### src/rtl/nand_sequencer.sv
// Evaluates 1-bit logic ops as a serial sequence of NAND steps on one shared gate; req/rsp valid-ready.
// XNOR (opcode 110) is only executed when NAND_SEQ_XNOR_EN is defined, otherwise it returns err.
module nand_gate (
  input  logic a,
  input  logic b,
  output logic y
);
  assign y = ~(a & b);
endmodule

module nand_sequencer #(
  parameter int CNT_W = 16
) (
  input  logic             clk,
  input  logic             rst,
  input  logic             req_valid,
  output logic             req_ready,
  input  logic [2:0]       req_op,
  input  logic             in0,
  input  logic             in1,
  output logic             rsp_valid,
  input  logic             rsp_ready,
  output logic             out,
  output logic             err,
  output logic             busy,
  output logic [CNT_W-1:0] ops_done
);

`ifdef NAND_SEQ_XNOR_EN
  localparam logic XNOR_EN = 1'b1;
`else
  localparam logic XNOR_EN = 1'b0;
`endif

  typedef enum logic [1:0] {IDLE, EXEC, DONE} state_t;

  state_t           state_q, state_d;
  logic             a_q, a_d, b_q, b_d;
  logic [2:0]       op_q, op_d, step_q, step_d;
  logic             t0_q, t0_d, t1_q, t1_d, t2_q, t2_d, r_q, r_d;
  logic             out_q, out_d, err_q, err_d;
  logic [CNT_W-1:0] cnt_q, cnt_d;

  logic       nx, ny, nz;
  logic [1:0] dst;  // 0:t0 1:t1 2:t2 3:r
  logic       last;
  logic       legal;

  nand_gate u_nand_gate (.a(nx), .b(ny), .y(nz));

  assign legal = (req_op != 3'b111) && ((req_op != 3'b110) || XNOR_EN);

  // Step table: gate operands, destination and final-step flag per opcode/step.
  always_comb begin
    nx   = a_q;
    ny   = b_q;
    dst  = 2'd3;
    last = 1'b1;
    case (op_q)
      3'b001: ny = a_q;
      3'b010: begin
        last = (step_q == 3'd1);
        if (step_q == 3'd0) dst = 2'd0;
        else begin nx = t0_q; ny = t0_q; end
      end
      3'b011, 3'b100: begin
        last = (step_q == ((op_q == 3'b100) ? 3'd3 : 3'd2));
        case (step_q)
          3'd0:    begin ny = a_q; dst = 2'd0; end
          3'd1:    begin nx = b_q; dst = 2'd1; end
          3'd2:    begin nx = t0_q; ny = t1_q; end
          default: begin nx = r_q; ny = r_q; end
        endcase
      end
      3'b101, 3'b110: begin
        last = (step_q == ((op_q == 3'b110) ? 3'd4 : 3'd3));
        case (step_q)
          3'd0:    dst = 2'd0;
          3'd1:    begin ny = t0_q; dst = 2'd1; end
          3'd2:    begin nx = b_q; ny = t0_q; dst = 2'd2; end
          3'd3:    begin nx = t1_q; ny = t2_q; end
          default: begin nx = r_q; ny = r_q; end
        endcase
      end
      default: ;
    endcase
  end

  always_comb begin
    state_d = state_q;
    a_d     = a_q;
    b_d     = b_q;
    op_d    = op_q;
    step_d  = step_q;
    t0_d    = t0_q;
    t1_d    = t1_q;
    t2_d    = t2_q;
    r_d     = r_q;
    out_d   = out_q;
    err_d   = err_q;
    cnt_d   = cnt_q;
    case (state_q)
      IDLE: begin
        if (req_valid) begin
          a_d    = in0;
          b_d    = in1;
          op_d   = req_op;
          step_d = 3'd0;
          if (legal) begin
            state_d = EXEC;
          end else begin
            state_d = DONE;
            out_d   = 1'b0;
            err_d   = 1'b1;
          end
        end
      end
      EXEC: begin
        case (dst)
          2'd0:    t0_d = nz;
          2'd1:    t1_d = nz;
          2'd2:    t2_d = nz;
          default: r_d  = nz;
        endcase
        step_d = step_q + 3'd1;
        if (last) begin
          state_d = DONE;
          out_d   = nz;
          err_d   = 1'b0;
        end
      end
      DONE: begin
        if (rsp_ready) begin
          state_d = IDLE;
          cnt_d   = cnt_q + 1'b1;
          out_d   = 1'b0;
          err_d   = 1'b0;
        end
      end
      default: state_d = IDLE;
    endcase
  end

  always_ff @(posedge clk) begin
    if (rst) begin
      state_q <= IDLE;
      a_q     <= 1'b0;
      b_q     <= 1'b0;
      op_q    <= 3'd0;
      step_q  <= 3'd0;
      t0_q    <= 1'b0;
      t1_q    <= 1'b0;
      t2_q    <= 1'b0;
      r_q     <= 1'b0;
      out_q   <= 1'b0;
      err_q   <= 1'b0;
      cnt_q   <= '0;
    end else begin
      state_q <= state_d;
      a_q     <= a_d;
      b_q     <= b_d;
      op_q    <= op_d;
      step_q  <= step_d;
      t0_q    <= t0_d;
      t1_q    <= t1_d;
      t2_q    <= t2_d;
      r_q     <= r_d;
      out_q   <= out_d;
      err_q   <= err_d;
      cnt_q   <= cnt_d;
    end
  end

  assign req_ready = (state_q == IDLE);
  assign rsp_valid = (state_q == DONE);
  assign busy      = (state_q != IDLE);
  assign out       = out_q;
  assign err       = err_q;
  assign ops_done  = cnt_q;

endmodule
### config.mk
export PLATFORM = sky130hd
export DESIGN_NAME = nand_sequencer
export DESIGN_NICKNAME = d
export VERILOG_FILES = /design/src/rtl/nand_sequencer.sv
export SDC_FILE = /design/constraint.sdc
export NUM_CORES = 1
export LEC_CHECK = 0
export ABC_AREA = 1
export ABC_CLOCK_PERIOD_IN_PS = 2400
export BUFFER_PORTS_ARGS = -buffer_cell sky130_fd_sc_hd__buf_2
export CAP_MARGIN = 20
export CORE_MARGIN = 2
export CORE_UTILIZATION = 59
export CTS_BUF_LIST = sky130_fd_sc_hd__clkbuf_4
export CTS_CLUSTER_DIAMETER = 120
export DETAILED_ROUTE_END_ITERATION = 10
export PLACE_DENSITY = 0.89
export SETUP_SLACK_MARGIN = 0.1
export SYNTH_ARGS = -nofsm -noshare
export SYNTH_HDL_FRONTEND = slang
export SYNTH_SLANG_ARGS = --single-unit
### constraint.sdc
create_clock -name clk -period 2.4 [get_ports clk]
set_input_delay 0.36 -clock clk [delete_from_list [all_inputs] [get_ports clk]]
set_output_delay 0.36 -clock clk [all_outputs]
set_load 0.05 [all_outputs]
==> summary.txt <==
CTS
  • Hold-fix buffers, CTS: 0
  • Post-CTS Resized: 0
  • Clock root cell: clkbuf_4
  • Post-CTS Setup Inserts: 0
  • # clock sinks: 32
  • Clock Latency Late Sink: 340 ps
  • CTS Buf Count: 5
  • Worst-path clk slew: 100 ps
  • Clock Tree Buf Depth: 2
  • H-tree Lvls: 2
  • CTS tree: done

STA
  • WHS: 300.9 ps
  • Worst rel slew slack: 55.15%
  • Setup TNS: 0 ps
  • RSZ-0062 raised after global routing: no
  • Final hold vios: 0
  • Final period util: 82.27%
  • Final Slew Violations: 0
  • Final Skew: 9.016 ps
  • F_max: around 510 MHz
  • Worst slew pin tran: between 600 and 700 ps
  • Final critical-path setup slack: approximately 430 ps
  • Final Critical Period: 1974 ps
  • Setup-failing EPs final: 0

Worst setup path
  • Critical Path Fanout Max: 7
  • Worst Setup Start Kind: flop
  • Worst-path cell chain: inv_1 -> ha_1 -> o21ai_2 -> nand2_1 -> o21ai_0 -> nand2_1 -> nand3_2 -> inv_2 -> nor2_1 -> inv_1 -> nor2_1 -> nor2_1
  • Register-to-register setup slack: 430 ps
  • Setup CP Type: reg2reg
  • Crit Reg-Reg Startpoint: step_q[0]
  • R2R cell count: 12
  • Worst r2r dst: t1_q
  • Worst Setup SP: step_q[0]
  • Max stage delay on crit path: 450 ps
  • CP endpoint: t1_q
  • Slowest CP cell: dfxtp_1
  • CP Data Required Time: 2630 ps
  • Top cell by count, worst path: nor2_1
  • Crit. End Element: flop
  • CP arrival: 2210 ps

Layout
  • Non-filler cells, final: 390
  • Area delta synth->final: 10.48%
  • Utilization after layout: 67.98%
  • Antenna cells: 0
  • Post-layout instance area: 2268 µm²
  • Layout filler cell count: 303
  • Layout cells sized above 1: 18.02%
  • Layout Nets: 362

Global route
  • Pin count of the biggest net entering global routing: 24
  • Total track usage: between 20% and 30%
  • Initial antenna violation count: 0
  • Grt total ovfl: 0
  • Vias in the first global route: 1874
  • First-pass GRT wire length: 7603 µm

Logic synthesis
  • Post-synthesis sequential area ratio: about 31%
  • Synth Instances: between 300 and 400
  • Netlist cell types: 31
  • Synth Net Count: 333
  • Seq cells post-synth: 32
  • YS warnings: 0
  • Synth area leader: dfxtp_1
  • Area share of the largest cell type after synthesis: 31.20%
  • Syn avg cell area: between 6 and 7 µm²
  • Synthesized cell area: a little over 2000 µm²
  • Top cells by area in the synthesized netlist: dfxtp_1 (31%), nand2_1 (12%), inv_1 (8.6%)

Place
  • Number of I/O port buffers: 29
  • Cell Area, Placed: 2212 µm²
  • Gp weighted congestion: 0.9461
  • Placed Cells: 382
  • Pre-CTS setup slack: 476.4 ps
  • Detailed placer's ending HPWL: about 3300 µm

Floorplan
  • Initial Util: 61.53%
  • Die width: 62.99 µm
  • Io pins: 30
  • Core Area: 3337 µm²
  • Row cnt: 21
  • DIE HEIGHT: 62.99 µm
  • DIE AREA: 3968 µm²

Detailed routing
  • Routed wire length: 4347 µm
  • Residual DRC: 0
  • Number of vias per cell: 5.331
  • Starting DRT DRC Count: 144
  • Pre-antenna DRT Iters: 4
  • Vias: 2079
  • Antenna-violating nets left: 0
  • WL per Instance: around 11 µm

Run
  • Maximum Capacitance Violations: 0

Power
  • Static Leak: roughly 1.0 nW
  • Power density cells: about 870 nW/µm²
  • Power, Total: 1.976 mW
  • Peak supply drop: 0.6139 mV

Min path
  • Hold WC Path Type: in2reg

Run status
  • Run status: finished, final reports clean
==> cells in the mapped netlist, drive strengths merged <==
library cell  number
nand2             73
inv               51
nor2              38
dfxtp             32
nand3             27
o21ai             27
a21oi             25
ha                10
nand4              6
nor3               6
buf                5
o211ai             3
clkbuf             2
nor3b              2
o21a               2
xor2               2
nand3b             1
or2                1
or3                1
==> layout make-up <==
class | instances | area, µm² | area share, %
tap | 46 | 57.56 | 2.537
clock buffer | 7 | 52.55 | 2.317
timing repair buffer | 29 | 145.1 | 6.398
inverter | 51 | 191.4 | 8.439
multi-input combinational | 224 | 1177 | 51.90
clock inverter | 1 | 3.754 | 0.1655
sequential | 32 | 640.6 | 28.24
==> layout by cell type, fill, tap and decap left out, drive strengths merged <==
cell | Yosys | routed
a21oi | 25 | 25
buf | 5 | 29
clkbuf | 2 | 7
clkinv | 0 | 1
dfxtp | 32 | 32
ha | 10 | 10
inv | 51 | 51
nand2 | 73 | 73
nand3 | 27 | 27
nand3b | 1 | 1
nand4 | 6 | 6
nor2 | 38 | 38
nor3 | 6 | 6
nor3b | 2 | 2
o211ai | 3 | 3
o21a | 2 | 2
o21ai | 27 | 27
or2 | 1 | 1
or3 | 1 | 1
xor2 | 2 | 2
==> registers in the layout, summed over array words and instances (netlist names) <==
register,flops
err,1
r_q,1
state_q,2
out,1
ops_done,16
t1_q,1
b_q,1
t0_q,1
step_q,3
a_q,1
op_q,3
t2_q,1
==> critical path: cells and delay by family (launching register included) <==
family,cells,cell delay (ps)
AOI/OAI and AO/OA,2,390
adders and majority gates,1,270
buffers and inverters,3,210
DFF,1,450
and+or+nand+nor,6,560
==> cell families (layout without fill, tap and decap cells) <==
kind of cell             Yosys count  in the layout  share of synthesized area [%]
adder cells (fa/ha/maj)           10             10                          6.094
buffers and inverters             58             88                          11.46
AND/OR/NAND/NOR                  155            155                          34.92
AO/OA/AOI/OAI                     57             57                          15.48
flip-flops                        32             32                          31.20
XOR/XNOR                           2              2                         0.8533
==> worst min path at each step <==
| stage | end | cells past startpoint | slack, ps | start |
|---|---|---|---|---|
| final | b_q | 3 | 300 | in1 |
| after global routing | err | 2 | 340 | rst |
| after CTS | b_q | 3 | 290 | in1 |
| after detailed placement | ops_done[15] | 2 | 460 | ops_done[15] |
| after global placement | ops_done[15] | 2 | 450 | ops_done[15] |
| after floorplan | a_q | 2 | 480 | a_q |
==> power breakdown <==
part | switching, mW | total [mW] | internal (mW) | leakage [nW]
clock | 0.185 | 0.320 | 0.135 | 0.0338
sequential | 0.0805 | 0.692 | 0.611 | 0.260
combinational | 0.676 | 0.963 | 0.288 | 0.751
total | 0.941 | 1.98 | 1.03 | 1.05
==> routing by layer <==
metal	vias up	wire, µm	track usage [%]
li1	1069	-	-
met1	962	1999	28.25
met2	42	2112	40.16
met3	6	176	5.946
met4	0	58	10.28
met5	-	0	0
(Power assumes the default switching activity.)
